$ cat config.mk
export PLATFORM = sky130hd
export DESIGN_NAME = dff_char_seq
export DESIGN_NICKNAME = d
export VERILOG_FILES = /design/src/rtl/dff_char_pkg.sv /design/src/rtl/dff_char_sync2.sv /design/src/rtl/dff_char_seq.sv
export SDC_FILE = /design/constraint.sdc
export NUM_CORES = 1
export LEC_CHECK = 0
export CELL_PAD_IN_SITES_DETAIL_PLACEMENT = 0
export CELL_PAD_IN_SITES_GLOBAL_PLACEMENT = 1
export CORE_UTILIZATION = 25
export CTS_CLUSTER_SIZE = 20
export DETAILED_ROUTE_END_ITERATION = 7
export GPL_ROUTABILITY_DRIVEN = 0
export PLACE_DENSITY = 0.47
export SYNTH_ARGS = -nofsm -noshare
export SYNTH_HDL_FRONTEND = slang
export SYNTH_HIERARCHICAL = 1
export SYNTH_SLANG_ARGS = --single-unit
$ cat constraint.sdc
create_clock -name i_clk -period 3.95 [get_ports i_clk]
set_clock_uncertainty 0.15 [all_clocks]
set_input_delay 1.185 -clock i_clk [delete_from_list [all_inputs] [get_ports i_clk]]
set_output_delay 1.185 -clock i_clk [all_outputs]
set_load 0.02 [all_outputs]
$ cat src/rtl/dff_char_pkg.sv
// Shared types and constants for the DFF characterization sequencer.
// Holds the sequencer state enum, the tile signal-select codes and the
// number of DUT flops per tile.
package dff_char_pkg;

    typedef enum logic [3:0] {
        ST_IDLE,
        ST_SEL,
        ST_INIT_HI,
        ST_INIT_LO,
        ST_LAUNCH,
        ST_CAPT_HI,
        ST_CAPT_LO,
        ST_OBS_WAIT,
        ST_OBS_SMP,
        ST_DONE
    } state_e;

    // Tile output mux signal selects
    localparam logic [1:0] SIG_D   = 2'd0;
    localparam logic [1:0] SIG_CLK = 2'd1;
    localparam logic [1:0] SIG_Q0  = 2'd2;
    localparam logic [1:0] SIG_Q1  = 2'd3;

    localparam int unsigned DUTS_PER_TILE = 8;

endpackage

$ cat src/rtl/dff_char_sync2.sv
// Two-flop synchronizer for the asynchronous tile mux return.
// Ports: clk, rst_n (async active-low, resets to 0), d (async in), q (synced out).
module dff_char_sync2 (
    input  logic clk,
    input  logic rst_n,
    input  logic d,
    output logic q
);

    logic meta;

    always_ff @(posedge clk or negedge rst_n) begin
        if (!rst_n) begin
            meta <= 1'b0;
            q    <= 1'b0;
        end else begin
            meta <= d;
            q    <= meta;
        end
    end

endmodule

$ cat src/rtl/dff_char_seq.sv
// Measurement sequencer for the DFF characterization tile array.
// Walks the tiles one at a time: presets all DUT flops to ~d_val, launches
// d_val, clocks it in after a programmable skew, then reads back each of the
// 8 DUT Q outputs through the tile mux and reports pass/fail per flop.
// Ports:
//   i_clk, i_rstn (async active-low), i_start, i_abort, i_d_val, i_skew,
//   i_mux (async tile return); o_sel_tile/o_sel_dut/o_sel_sig (tile selects),
//   o_d/o_dut_clk (stimulus), o_busy, o_done, o_res_* (result strobe+payload).
// Optional: define DFF_CHAR_ERRCNT_EN to add o_err_cnt, a per-sweep fail count.
module dff_char_seq
    import dff_char_pkg::*;
#(
    parameter int unsigned N_TILE     = 4,
    parameter int unsigned SETTLE_CYC = 8,
    parameter int unsigned SKEW_W     = 8
) (
    input  logic                        i_clk,
    input  logic                        i_rstn,
    input  logic                        i_start,
    input  logic                        i_abort,
    input  logic                        i_d_val,
    input  logic [SKEW_W-1:0]           i_skew,
    input  logic                        i_mux,
    output logic [N_TILE-1:0]           o_sel_tile,
    output logic [1:0]                  o_sel_dut,
    output logic [1:0]                  o_sel_sig,
    output logic                        o_d,
    output logic                        o_dut_clk,
    output logic                        o_busy,
    output logic                        o_done,
    output logic                        o_res_valid,
    output logic [$clog2(N_TILE)-1:0]   o_res_tile,
    output logic [2:0]                  o_res_dut,
    output logic                        o_res_q,
    output logic                        o_res_pass
`ifdef DFF_CHAR_ERRCNT_EN
    ,
    output logic [$clog2(8*N_TILE+1)-1:0] o_err_cnt
`endif
);

    localparam int unsigned      TILE_W    = $clog2(N_TILE);
    localparam logic [7:0]       SETTLE_M1 = 8'(SETTLE_CYC - 1);
    localparam logic [TILE_W-1:0] TILE_LAST = TILE_W'(N_TILE - 1);
    localparam logic [2:0]       DUT_LAST  = 3'(DUTS_PER_TILE - 1);
    localparam logic [N_TILE-1:0] TILE_ONE = N_TILE'(1);

    state_e              state, state_nxt;
    logic [7:0]          wait_cnt, wait_nxt;
    logic [SKEW_W-1:0]   skew_cnt, skew_cnt_nxt;
    logic [SKEW_W-1:0]   skew_lat, skew_lat_nxt;
    logic                d_val, d_val_nxt;
    logic [TILE_W-1:0]   tile, tile_nxt;
    logic [2:0]          dut, dut_nxt;
    logic                mux_sync;

    logic [N_TILE-1:0]   sel_tile_nxt;
    logic [1:0]          sel_dut_nxt, sel_sig_nxt;
    logic                d_nxt, dut_clk_nxt, busy_nxt, done_nxt;
    logic                res_valid_nxt, res_q_nxt, res_pass_nxt;
    logic [TILE_W-1:0]   res_tile_nxt;
    logic [2:0]          res_dut_nxt;
`ifdef DFF_CHAR_ERRCNT_EN
    logic [$clog2(8*N_TILE+1)-1:0] err_nxt;
`endif

    // Tile mux return is asynchronous to i_clk
    dff_char_sync2 u_sync (
        .clk   (i_clk),
        .rst_n (i_rstn),
        .d     (i_mux),
        .q     (mux_sync)
    );

    // State, counters and all outputs registered together
    always_ff @(posedge i_clk or negedge i_rstn) begin
        if (!i_rstn) begin
            state       <= ST_IDLE;
            wait_cnt    <= '0;
            skew_cnt    <= '0;
            skew_lat    <= '0;
            d_val       <= 1'b0;
            tile        <= '0;
            dut         <= '0;
            o_sel_tile  <= '0;
            o_sel_dut   <= '0;
            o_sel_sig   <= '0;
            o_d         <= 1'b0;
            o_dut_clk   <= 1'b0;
            o_busy      <= 1'b0;
            o_done      <= 1'b0;
            o_res_valid <= 1'b0;
            o_res_tile  <= '0;
            o_res_dut   <= '0;
            o_res_q     <= 1'b0;
            o_res_pass  <= 1'b0;
`ifdef DFF_CHAR_ERRCNT_EN
            o_err_cnt   <= '0;
`endif
        end else begin
            state       <= state_nxt;
            wait_cnt    <= wait_nxt;
            skew_cnt    <= skew_cnt_nxt;
            skew_lat    <= skew_lat_nxt;
            d_val       <= d_val_nxt;
            tile        <= tile_nxt;
            dut         <= dut_nxt;
            o_sel_tile  <= sel_tile_nxt;
            o_sel_dut   <= sel_dut_nxt;
            o_sel_sig   <= sel_sig_nxt;
            o_d         <= d_nxt;
            o_dut_clk   <= dut_clk_nxt;
            o_busy      <= busy_nxt;
            o_done      <= done_nxt;
            o_res_valid <= res_valid_nxt;
            o_res_tile  <= res_tile_nxt;
            o_res_dut   <= res_dut_nxt;
            o_res_q     <= res_q_nxt;
            o_res_pass  <= res_pass_nxt;
`ifdef DFF_CHAR_ERRCNT_EN
            o_err_cnt   <= err_nxt;
`endif
        end
    end

    // Next state, counters and next output values
    always_comb begin
        state_nxt     = state;
        wait_nxt      = wait_cnt;
        skew_cnt_nxt  = skew_cnt;
        skew_lat_nxt  = skew_lat;
        d_val_nxt     = d_val;
        tile_nxt      = tile;
        dut_nxt       = dut;
        res_valid_nxt = 1'b0;
        res_tile_nxt  = o_res_tile;
        res_dut_nxt   = o_res_dut;
        res_q_nxt     = o_res_q;
        res_pass_nxt  = o_res_pass;
`ifdef DFF_CHAR_ERRCNT_EN
        err_nxt       = o_err_cnt;
`endif

        case (state)
            ST_IDLE: begin
                if (i_start && !i_abort) begin
                    d_val_nxt    = i_d_val;
                    skew_lat_nxt = i_skew;
                    tile_nxt     = '0;
                    dut_nxt      = '0;
                    wait_nxt     = SETTLE_M1;
                    state_nxt    = ST_SEL;
`ifdef DFF_CHAR_ERRCNT_EN
                    err_nxt      = '0;
`endif
                end
            end
            ST_SEL, ST_INIT_HI, ST_CAPT_HI: begin
                if (wait_cnt == 8'd0) begin
                    wait_nxt  = SETTLE_M1;
                    state_nxt = (state == ST_SEL)     ? ST_INIT_HI :
                                (state == ST_INIT_HI) ? ST_INIT_LO : ST_CAPT_LO;
                end else begin
                    wait_nxt = wait_cnt - 8'd1;
                end
            end
            ST_INIT_LO: begin
                if (wait_cnt != 8'd0) begin
                    wait_nxt = wait_cnt - 8'd1;
                end else if (skew_lat == '0) begin
                    // Zero skew: D and CLK change on the same edge
                    wait_nxt  = SETTLE_M1;
                    state_nxt = ST_CAPT_HI;
                end else begin
                    skew_cnt_nxt = skew_lat - SKEW_W'(1);
                    state_nxt    = ST_LAUNCH;
                end
            end
            ST_LAUNCH: begin
                if (skew_cnt == '0) begin
                    wait_nxt  = SETTLE_M1;
                    state_nxt = ST_CAPT_HI;
                end else begin
                    skew_cnt_nxt = skew_cnt - SKEW_W'(1);
                end
            end
            ST_CAPT_LO: begin
                if (wait_cnt == 8'd0) begin
                    wait_nxt  = SETTLE_M1;
                    dut_nxt   = '0;
                    state_nxt = ST_OBS_WAIT;
                end else begin
                    wait_nxt = wait_cnt - 8'd1;
                end
            end
            ST_OBS_WAIT: begin
                if (wait_cnt == 8'd0) begin
                    res_valid_nxt = 1'b1;
                    res_tile_nxt  = tile;
                    res_dut_nxt   = dut;
                    res_q_nxt     = mux_sync;
                    res_pass_nxt  = (mux_sync == d_val);
                    state_nxt     = ST_OBS_SMP;
                end else begin
                    wait_nxt = wait_cnt - 8'd1;
                end
            end
            ST_OBS_SMP: begin
                wait_nxt = SETTLE_M1;
                if (dut != DUT_LAST) begin
                    dut_nxt   = dut + 3'd1;
                    state_nxt = ST_OBS_WAIT;
                end else if (tile != TILE_LAST) begin
                    tile_nxt  = tile + TILE_W'(1);
                    state_nxt = ST_SEL;
                end else begin
                    state_nxt = ST_DONE;
                end
            end
            ST_DONE: state_nxt = ST_IDLE;
            default: state_nxt = ST_IDLE;
        endcase

        // Abort from any busy state overrides everything, including a pending strobe
        if (i_abort && state != ST_IDLE && state != ST_DONE) begin
            state_nxt     = ST_IDLE;
            res_valid_nxt = 1'b0;
        end

`ifdef DFF_CHAR_ERRCNT_EN
        if (res_valid_nxt && !res_pass_nxt) begin
            err_nxt = o_err_cnt + ($clog2(8*N_TILE+1))'(1);
        end
`endif

        // Outputs decoded from the state being entered
        busy_nxt     = (state_nxt != ST_IDLE) && (state_nxt != ST_DONE);
        done_nxt     = (state_nxt == ST_DONE);
        sel_tile_nxt = busy_nxt ? (TILE_ONE << tile_nxt) : '0;
        dut_clk_nxt  = (state_nxt == ST_INIT_HI) || (state_nxt == ST_CAPT_HI);
        sel_dut_nxt  = '0;
        sel_sig_nxt  = SIG_D;
        d_nxt        = 1'b0;
        case (state_nxt)
            ST_SEL, ST_INIT_HI, ST_INIT_LO: d_nxt = ~d_val_nxt;
            ST_LAUNCH, ST_CAPT_HI, ST_CAPT_LO: d_nxt = d_val_nxt;
            ST_OBS_WAIT, ST_OBS_SMP: begin
                d_nxt       = d_val_nxt;
                sel_dut_nxt = dut_nxt[2:1];
                sel_sig_nxt = dut_nxt[0] ? SIG_Q1 : SIG_Q0;
            end
            default: d_nxt = 1'b0;
        endcase
    end

endmodule

==> results of run 1 <==
==> synthesized netlist by cell type, drive strengths merged, types with 2 or more instances <==
master	n	area (um^2)
or4	2	15.01
a211oi	2	20.02
and3	4	35.03
nand4b	2	17.52
and2	6	37.54
inv	11	41.29
a31oi	9	56.30
a21oi	17	88.84
mux2i	10	100.1
nor2	25	101.4
or2	2	12.51
and3b	2	17.52
mux2	15	168.9
ha	3	37.54
and4	2	17.52
buf	8	52.55
xor2	3	26.28
nand4	4	31.28
nor4b	3	62.56
nand3	6	30.03
nor2b	2	12.51
o21ai	17	88.84
dfrtp	56	1401
nor3b	3	22.52
a21o	2	15.01
o311ai	2	32.53
a2111o	2	22.52
nand2b	4	25.02
nor4	3	18.77
or3	3	18.77
nand2	16	60.06
clkbuf	2	7.510
nor3	14	70.07
and4b	2	23.77
==> sequential cells by signal (all words and copies together) (netlist names), 2 cells and up <==
name	flops
dut	3
tile	2
o_res_tile	2
skew_cnt	8
o_res_dut	3
o_sel_sig	2
o_sel_dut	2
o_sel_tile	4
wait_cnt	8
state	4
skew_lat	8
==> layout make-up <==
type                            instances  area (um^2)
Clock buffer                            6        128.9
Clock inverter                          2        16.27
Fill cell                            1169         7885
Inverter                               11        41.29
Multi-Input combinational cell        203         1453
Sequential cell                        56         1401
Tap cell                              143        178.9
Timing Repair Buffer                   38        362.8
==> layer usage <==
metal / track usage / up-vias / part of all wire
met3: 0.02242 / 4 / 0.030
met2: 0.1863 / 40 / 0.45
met4: 0.03556 / 0 / 0.0084
met5: 0 / - / 0
met1: 0.1713 / 1104 / 0.51
li1: - / 1106 / -
==> worst max path at each step <==
stage / startpoint / to / slack (ns) / cells past startpoint
6_report: i_abort / o_sel_tile[2] / 0.89 / 7
5_1_grt: state[0] / skew_cnt[6] / 0.72 / 9
4_1_cts: i_abort / o_sel_tile[3] / 0.89 / 7
3_5_place_dp: i_abort / o_sel_tile[3] / 0.57 / 7
3_3_place_gp: i_abort / o_sel_tile[0] / 0.62 / 7
2_1_floorplan: state[3] / skew_cnt[6] / 1.22 / 10
==> critical path, stage by stage <==
cell and delay [ns]:
clkdlybuf4s50_1 0.54, nor2b_1 0.10, o21ai_0 0.16, and4b_4 0.27, nand4_2 0.33, o21ai_2 0.39
nor3b_1 0.10
==> power groups by stage <==
stage | combinational [W] | clock [W] | sequential, W
6_report | 0.000569 | 0.000440 | 0.000794
3_5_place_dp | 0.000571 | 0 | 0.000807
2_1_floorplan | 0.000436 | 0 | 0.000778
5_1_grt | 0.000633 | 0.000482 | 0.000814
4_1_cts | 0.000573 | 0.000464 | 0.000794
3_3_place_gp | 0.000575 | 0 | 0.000810
==> cell usage in the layout (no fill, tap or decap), types with 4 or more instances in the layout <==
| cell | n |
|---|---|
| o21ai_0 | 14 |
| clkdlybuf4s50_1 | 32 |
| nand3_1 | 6 |
| nand2b_1 | 4 |
| a31oi_1 | 9 |
| and2_1 | 6 |
| a21oi_1 | 16 |
| clkbuf_16 | 5 |
| nor3_1 | 14 |
| dfrtp_1 | 56 |
| nor2_1 | 24 |
| buf_4 | 5 |
| inv_1 | 11 |
| nand2_1 | 16 |
| mux2i_1 | 10 |
| mux2_2 | 15 |
==> cell families after synthesis <==
| family | synth area share |
|---|---|
| AO/OA/AOI/OAI | 0.1524 |
| XOR/XNOR | 0.01186 |
| adder cells (fa/ha/maj) | 0.01270 |
| buffers and inverters | 0.03429 |
| flip-flops | 0.4742 |
| multiplexers | 0.09103 |
| AND/OR/NAND/NOR | 0.2235 |
==> through the flow <==
step	hold slack, ns	std cells
after detailed placement	0.1934	451
after global placement	0.1843	451
after floorplan	0.1812	280
final	0.2098	459
after CTS	0.2106	459
after global routing	0.2162	459
==> results by group, run 1 <==
Power
  • Logic pwr share: 0.316
  • Pint: 0.001153 W
  • Max VDD drop: 214.1 uV
  • Cell leakage power: 1.465 nW
  • Switch Pwr: 0.0006495 W
  • Pwr dens: 503.3 nW/um^2
  • Switching share of power: 0.3602
  • Pwr Total: 0.001803 W
  • Clock share of power: 0.244
  • Reg power frac: 0.440

Place
  • Dpl cell area: 3437 um^2
  • Placement Setup Slack: 0.5653 ns
  • Hpwl dp: 5232 um
  • Number of port buffers: 33

STA
  • Crit path time final: 3.062 ns
  • Final Cycle Share: 0.7752
  • Worst-Margin Slew: 0.9551 ns
  • RSZ-0062 raised after global routing: false
  • Max-slew headroom: 0.3590
  • Setup violations, final: 0
  • Max Clk Rate: 0.3266 GHz
  • Hold Vio Cnt, Final: 0
  • Sum Neg Setup Slack: 0 ns
  • Max Slew Vio Count: 0
  • Setup ws final: 0.8878 ns

Worst setup path
  • Crit path DAT: 3.07 ns
  • Worst setup SP type: input pin
  • Endpoint class of the critical path: flop
  • Worst reg2reg endpoint: skew_cnt[0]
  • Worst Reg2Reg Path Length in Cells: 6
  • Required @ worst endpoint: 3.96 ns
  • CP Class: input pin to flop
  • Flop-to-flop setup slack: 0.97 ns
  • Crit-path max FO: 12
  • RR Startpoint: wait_cnt[0]

Flow run
  • Maxcap violations: 0

Yosys
  • Net count after synthesis: 297
  • Register area share after synthesis: 0.4742
  • Yosys warns: 6
  • Mapped cell area: 2955 um^2
  • Post-synth cell types: 62
  • Post-synth EDFFs: 0
  • Ys flop type: dfrtp_1
  • Flop and latch count out of synthesis: 56
  • Synth Area per Inst: 10.55 um^2
  • Asr flop ratio synth: 1.000
  • Post-Synthesis Cells: 280

Route
  • Final WL: 7053 um
  • Via count: 2254
  • Initial DRC Count: 130
  • Antenna Violating Nets Remaining: 0
  • Via density: 4.911
  • DRC viols: 0
  • Drt first pass iters: 4
  • DR WL/cell: 15.37 um

Floorplan
  • Die area: 12260 um^2
  • Die height: 110.7 um
  • Top Ports: 34
  • Die width: 110.7 um
  • Core ar.: 11470 um^2
  • Placement Rows: 39
  • Initial Util: 0.2577

Cells and area
  • Final #Nets: 332
  • Share of cells above drive strength 1: 0.1456
  • Layout area overhead: 21.21%
  • Post-route cell area: 3582 um^2
  • Diode count: 0
  • Final core occ: 0.3124

Outcome
  • Status: complete, no violations

Clock tree
  • TritonCTS clock tree: done
  • Clk buf depth: 2
  • CTS buffer count: 5
  • Clock Pin Slew Worst Setup and Hold Paths: 0.07 ns
  • H-tree lvl count: 2
  • Post_cts resized: 0
  • Post-CTS Hold Buffers: 0
  • Post-CTS setup buffers: 0
  • Root Driver: clkbuf_16
  • # clock sinks: 56
  • Clock latency on the worst-skew pair: 0.29 ns

Worst hold path
  • Hold/Removal Path Class: flop to flop
  • Hold_sp: u_sync/meta
  • Hold endpoint: u_sync/q
  • Hold path cells: 0

Global routing
  • Largest net degree at the start of global routing: 33
  • Initial antenna violation count: 0
  • Tot GR Track Use: 0.1207
  • Global-route wire length before repair: 11990 um
  • Vias in the first global route: 2313
  • Global route overflow: 0
Note: power is estimated with default switching activity, not from simulation.
==> run 2: changes to the inputs <==
- PLACE_DENSITY: 0.47 -> 0.49
- clock period: 3.95 -> 2.5 ns (I/O delays scaled with it)
==> run 2 against run 1 <==
  * Critical path type is now flop to flop
  * Sequential share of layout area is 4.4 points lower
  * Clock power is 66% higher
  * Combinational power increased by 130%
  * Via count is 7.4% higher
  * Sequential power grew 47%
  * First-iteration DRC count is 24% lower
  * Worst hold slack got worse by 0.0076 ns
  * Final cell count up 10%
  * Final area up 13%
  * Setup slack lost 0.82 ns
==> results by group, run 2 (synthesized netlist as in run 1, its figures left out) <==
Outcome
  • Status: complete, no violations (unchanged)

Cells and area
  • Final #Nets: 379 (was 332)
  • Final core occ: 0.3519 (was 0.3124)
  • Layout area overhead: 36.54% (was 21.21%)
  • Share of cells above drive strength 1: 0.2700 (was 0.1456)
  • Most frequent cells in the layout: 56 x dfrtp_1, 47 x buf_4, 32 x clkdlybuf4s50_1 (was 56 x dfrtp_1, 32 x clkdlybuf4s50_1, 24 x nor2_1)
  • Fillers: 1141 (was 1169)
  • Diode count: 0 (unchanged)
  • Most common cell after layout, fill and taps aside: dfrtp_1 (unchanged)
  • FF/Latch Area: 1401 um^2 (unchanged)
  • Multi-input logic area: 1508 um^2 (was 1453 um^2)
  • Largest registers: skew_cnt: 8 flops, skew_lat: 8 flops, wait_cnt: 8 flops (unchanged)

Route
  • Final WL: 7667 um (was 7053 um)
  • Via count: 2420 (was 2254)
  • DRC viols: 0 (unchanged)
  • Via density: 4.783 (was 4.911)
  • DR WL/cell: 15.15 um (was 15.37 um)
  • Antenna Violating Nets Remaining: 0 (unchanged)
  • Post-Route M1 WL: 3812 um (was 3613 um)
  • Initial DRC Count: 99 (was 130)
  • Met3 wire length: 230 um (was 214 um)
  • Top sig layer: met4 (unchanged)
  • Drt first pass iters: 4 (unchanged)
  • Met2 routed WL: 3510 um (was 3165 um)

Flow run
  • Maxcap violations: 0 (unchanged)

Place
  • Hpwl dp: 5590 um (was 5232 um)
  • Number of port buffers: 33 (unchanged)
  • Placement Setup Slack: -0.1287 ns (was 0.5653 ns)

Worst setup path
  • CP Launch Point: wait_cnt[1] (was i_abort)
  • Crit path DAT: 2.51 ns (was 3.07 ns)
  • Worst reg2reg endpoint: wait_cnt[3] (was skew_cnt[0])
  • Worst setup SP type: flop (was input pin)
  • Worst Reg2Reg Path Length in Cells: 9 (was 6)
  • CP Class: flop to flop (was input pin to flop)
  • Crit-path max FO: 9 (was 12)
  • Flop-to-flop setup slack: 0.07 ns (was 0.97 ns)
  • RR Startpoint: wait_cnt[1] (was wait_cnt[0])
  • Endpoint class of the critical path: flop (unchanged)
  • Required @ worst endpoint: 2.58 ns (was 3.96 ns)

Floorplan
  • Die height: 110.7 um (unchanged)
  • Top Ports: 34 (unchanged)
  • Core ar.: 11470 um^2 (unchanged)
  • Die width: 110.7 um (unchanged)
  • Initial Util: 0.2577 (unchanged)
  • Die area: 12260 um^2 (unchanged)
  • Placement Rows: 39 (unchanged)

Clock tree
  • CTS buffer count: 5 (unchanged)
  • H-tree lvl count: 2 (unchanged)
  • Clock latency on the worst-skew pair: 0.31 ns (was 0.29 ns)
  • Root Driver: clkbuf_16 (unchanged)
  • # clock sinks: 56 (unchanged)
  • Clk buf depth: 2 (unchanged)
  • Clock Pin Slew Worst Setup and Hold Paths: 0.07 ns (about the same)
  • TritonCTS clock tree: done (unchanged)

Global routing
  • Global route overflow: 0 (unchanged)
  • Initial antenna violation count: 0 (unchanged)
  • Global-route wire length before repair: 13040 um (was 11990 um)
  • Tot GR Track Use: 0.1358 (was 0.1207)
  • Largest net degree at the start of global routing: 57 (was 33)
  • Vias in the first global route: 2485 (was 2313)

STA
  • Crit path time final: 2.435 ns
  • Max Slew Vio Count: 0 (unchanged)
  • Setup violations, final: 0 (unchanged)
  • Worst-Margin Slew: 0.3854 ns (was 0.9551 ns)
  • Setup ws final: 0.06504 ns (was 0.8878 ns)
  • Hold Vio Cnt, Final: 0 (unchanged)
  • Sum Neg Setup Slack: 0 ns (unchanged)
  • RSZ-0062 raised after global routing: true (was false)
  • Max-slew headroom: 0.7357 (was 0.3590)
  • Max Clk Rate: 0.4107 GHz
  • Final Cycle Share: 0.9740

Worst hold path
  • Hold path cells: 0 (unchanged)
  • Hold/Removal Path Class: flop to flop (unchanged)
  • Hold_sp: u_sync/meta (unchanged)
  • Hold endpoint: u_sync/q (unchanged)

Power
  • Cell leakage power: 1.713 nW (was 1.465 nW)
  • Pwr dens: 799.1 nW/um^2 (was 503.3 nW/um^2)
  • Max VDD drop: 342.5 uV (was 214.1 uV)
-- run 2: changes by cell type in the layout (fill, tap and decap cells not counted), sizes merged --
cell	before	now
buf	6	53
-- run 2: routing by layer --
layer  global-route usage  up-vias
met2               0.2091       28
met1               0.1852     1191
met3              0.03445        7
met4              0.04533        0
met5                    0        -
li1                     -     1194
-- run 2: area by class of cell --
type                       instances  area share
clock inverter                     2    0.004031
clock buffer                       6     0.03194
sequential                        56      0.3473
timing repair buffer              85      0.1885
multi-input combinational        203      0.3736
tap                              143     0.04434
inverter                          11     0.01023
-- run 2: power by group --
group	internal, W	switching [W]	total [W]	leakage (nW)
combinational	0.000644	0.000684	0.00133	0.907
clock	0.000375	0.000355	0.000730	0.0671
sequential	0.00105	0.000113	0.00117	0.738
total	0.00207	0.00115	0.00322	1.71
-- run 2: timing repair --
action | 4_1_cts | 5_1_grt
resized for setup | 3 | 9
pin swaps | 1 | 8
hold buffers | 0 | 0
buffers inserted | 0 | 7
setup endpoints to repair | 5 | 18
-- run 2: worst max-delay path: stages, from the launching register on --
cell and delay, ns:
dfrtp_1 0.39, inv_2 0.08, ha_4 0.14, or4b_4 0.52, o311ai_4 0.27, and3_4 0.25
nand4_4 0.12, buf_6 0.17, buf_4 0.13, a31oi_1 0.14
-- run 2: stage by stage --
stage	total power (W)	hold slack, ns	cell area (um^2)	instances
final	0.003224	0.2022	4035	506
after floorplan	0.001924	0.1812	2965	280
after global routing	0.003459	0.2231	4035	506
after detailed placement	0.002431	0.1893	3780	491
after global placement	0.002429	0.1935	3780	491
after CTS	0.003199	0.2071	3938	499
-- run 2: worst max path at each step --
stage                              end  cells after the start
after floorplan            skew_cnt[6]                     10
after global placement     wait_cnt[5]                      8
after detailed placement   wait_cnt[3]                      8
after CTS                 o_sel_dut[0]                      8
after global routing      o_sel_sig[0]                      9
final                      wait_cnt[3]                      9
==> run 3: changes to the inputs <==
- CTS_CLUSTER_DIAMETER: unset -> 60
- MAX_ROUTING_LAYER: unset -> met4
- clock period: 2.5 -> 2.1 ns (I/O delays scaled with it)
==> run 3 against run 2 <==
  * The flow now finishes with violations (setup timing)
  * Wire length is 6.3% higher
  * Final area is 15% higher
  * Total power is 30% higher
  * First-iteration DRC count is 7.1% higher
  * Via count is 7.9% higher
  * Critical endpoint is now wait_cnt[4]
  * Largest power group unchanged
==> results by group, run 3 (synthesized netlist as in run 1, its figures left out) <==
Place
  • Dpl cell area: 4043 um^2 (was 3780 um^2)
  • Hpwl dp: 5910 um (was 5590 um)
  • Number of port buffers: 33 (unchanged)

Outcome
  • Failing checks: setup timing
  • Status: finished with violations (was complete, no violations)

Route
  • Final WL: 8152 um (was 7667 um)
  • DR WL/cell: 14.82 um (was 15.15 um)
  • Drt first pass iters: 5 (was 4)
  • Antenna Violating Nets Remaining: 0 (unchanged)
  • Via density: 4.749 (was 4.783)
  • DRC viols: 0 (unchanged)
  • Via count: 2612 (was 2420)
  • Initial DRC Count: 106 (was 99)

Cells and area
  • Final core occ: 0.4032 (was 0.3519)
  • Most common cell after layout, fill and taps aside: buf_4 (was dfrtp_1)
  • Share of cells above drive strength 1: 0.4373 (was 0.2700)
  • Layout area overhead: 56.44% (was 36.54%)
  • Largest registers: skew_cnt: 8 flops, skew_lat: 8 flops, wait_cnt: 8 flops (unchanged)
  • Post-route cell area: 4623 um^2 (was 4035 um^2)
  • Diode count: 0 (unchanged)
  • Most frequent cells in the layout: 82 x buf_4, 56 x dfrtp_1, 32 x clkdlybuf4s50_1 (was 56 x dfrtp_1, 47 x buf_4, 32 x clkdlybuf4s50_1)
  • Final #Nets: 423 (was 379)

Worst hold path
  • Hold/Removal Path Class: input pin to asynchronous set/reset pin (was flop to flop)

STA
  • Max Clk Rate: 0.4032 GHz (was 0.4107 GHz)
  • Max Slew Vio Count: 0 (unchanged)
  • Max-slew headroom: 0.7498 (was 0.7357)
  • Setup violations, final: 29 (was 0)
  • Crit path time final: 2.480 ns (was 2.435 ns)
  • Setup ws final: -0.3800 ns (was 0.06504 ns)
  • Hold Vio Cnt, Final: 0 (unchanged)
  • Hold WS: 0.1726 ns (was 0.2022 ns)
  • RSZ-0062 raised after global routing: true (unchanged)
  • Worst-Margin Slew: 0.3700 ns (was 0.3854 ns)
  • Final Cycle Share: 1.181 (was 0.9740)

Power
  • Max VDD drop: 412.8 uV (was 342.5 uV)
  • Pwr dens: 905.5 nW/um^2 (was 799.1 nW/um^2)
  • Cell leakage power: 2.006 nW (was 1.713 nW)

Clock tree
  • CTS buffer count: 5 (unchanged)
  • H-tree lvl count: 2 (unchanged)
  • # clock sinks: 56 (unchanged)
  • Clk buf depth: 2 (unchanged)
  • Clock latency on the worst-skew pair: 0.30 ns (was 0.31 ns)
  • Clock Pin Slew Worst Setup and Hold Paths: 0.07 ns (about the same)
  • Root Driver: clkbuf_16 (unchanged)
  • TritonCTS clock tree: done (unchanged)

Worst setup path
  • RR Startpoint: wait_cnt[0] (was wait_cnt[1])
  • Worst setup SP type: flop (unchanged)
  • Crit path DAT: 2.55 ns (was 2.51 ns)
  • Flop-to-flop setup slack: -0.38 ns (was 0.07 ns)
  • Worst reg2reg endpoint: wait_cnt[4] (was wait_cnt[3])
  • CP Class: flop to flop (unchanged)
  • Worst Reg2Reg Path Length in Cells: 10 (was 9)
  • Required @ worst endpoint: 2.17 ns (was 2.58 ns)
  • Endpoint class of the critical path: flop (unchanged)
  • Crit-path max FO: 5 (was 9)

Global routing
  • Largest net degree at the start of global routing: 57 (unchanged)
  • Initial antenna violation count: 0 (unchanged)
  • Tot GR Track Use: 0.1395 (was 0.1358)
  • Vias in the first global route: 2590 (was 2485)
  • Global-route wire length before repair: 13350 um (was 13040 um)
  • Global route overflow: 0 (unchanged)

Floorplan
  • Top Ports: 34 (unchanged)
  • Die width: 110.7 um (unchanged)
  • Die height: 110.7 um (unchanged)
  • Placement Rows: 39 (unchanged)
  • Core ar.: 11470 um^2 (unchanged)
  • Die area: 12260 um^2 (unchanged)
  • Initial Util: 0.2577 (unchanged)

Flow run
  • Maxcap violations: 0 (unchanged)
==> run 3: cell types whose count changed in the layout (fill, tap and decap cells not counted), moves of 3 or more <==
| cell | delta |
|---|---|
| a21oi_1 | -5 |
| nor3_2 | +3 |
| buf_4 | +35 |
| mux2i_1 | -4 |
| mux2i_4 | +4 |
| buf_6 | +9 |
| nor3b_2 | +3 |
| nor3_1 | -3 |
| nor3b_1 | -3 |
| o21ai_0 | -4 |
| a21oi_2 | +5 |
==> run 3: critical path: stages (launching register included) <==
cell and delay, ns:
dfrtp_1 0.39, inv_2 0.09, ha_4 0.15, or4b_4 0.51
o21ai_2 0.14, and4b_4 0.26, buf_4 0.12, nand4_4 0.16
buf_6 0.19, a21boi_1 0.12, o21ai_1 0.13
==> run 3: final cells by class <==
class                   instances  area, um^2
clock buffers                   6       128.9
clock inverters                 2       16.27
fillers                      1115        6844
inverters                      11       41.29
multi-input cells             203        1737
flip-flops and latches         56        1401
well taps                     143       178.9
repair buffers                129        1120
==> run 3: where the power goes <==
group          total (W)  internal (W)  switching (W)  leakage (nW)
Combinational    0.00198      0.000990       0.000989          1.20
Sequential       0.00136       0.00125       0.000102         0.738
Clock           0.000851      0.000446       0.000405        0.0671
Total            0.00419       0.00269        0.00150          2.01
==> run 3: worst max-delay path by stage <==
| stage | from | endpoint | slack, ns |
|---|---|---|---|
| after floorplan | wait_cnt[0] | o_d | -0.23 |
| after global placement | i_abort | wait_cnt[4] | -0.43 |
| after detailed placement | i_abort | wait_cnt[4] | -0.45 |
| after CTS | wait_cnt[0] | wait_cnt[4] | -0.31 |
| after global routing | wait_cnt[0] | o_sel_dut[0] | -0.45 |
| final | wait_cnt[0] | wait_cnt[4] | -0.38 |
==> run 3: repair_timing <==
item / in CTS / in global routing
endpoints found under the setup margin: 41 / 48
gates resized for setup: 32 / 40
hold buffers: 0 / 0
setup buffers: 8 / 9
pin swaps: 13 / 15
gates cloned: 0 / 1
==> run 3: layer usage <==
| metal | GRT usage | vias up | wire length, um |
|---|---|---|---|
| li1 | - | 1281 | - |
| met1 | 0.1933 | 1300 | 4041 |
| met2 | 0.2099 | 25 | 3854 |
| met3 | 0.02132 | 6 | 156 |
| met4 | 0.04267 | 0 | 100 |
| met5 | - | - | 0 |
==> run 3: per-stage QoR <==
stage               worst slack (ns)  power (W)  setup TNS, ns  cells
finish                       -0.3800   0.004186         -7.254    550
global route                 -0.4514   0.004453         -10.92    550
CTS                          -0.3112   0.004069         -6.355    541
detailed placement           -0.4508   0.003078         -13.37    525
global placement             -0.4310   0.003068         -12.44    525
floorplan                    -0.2346   0.002318         -3.105    280
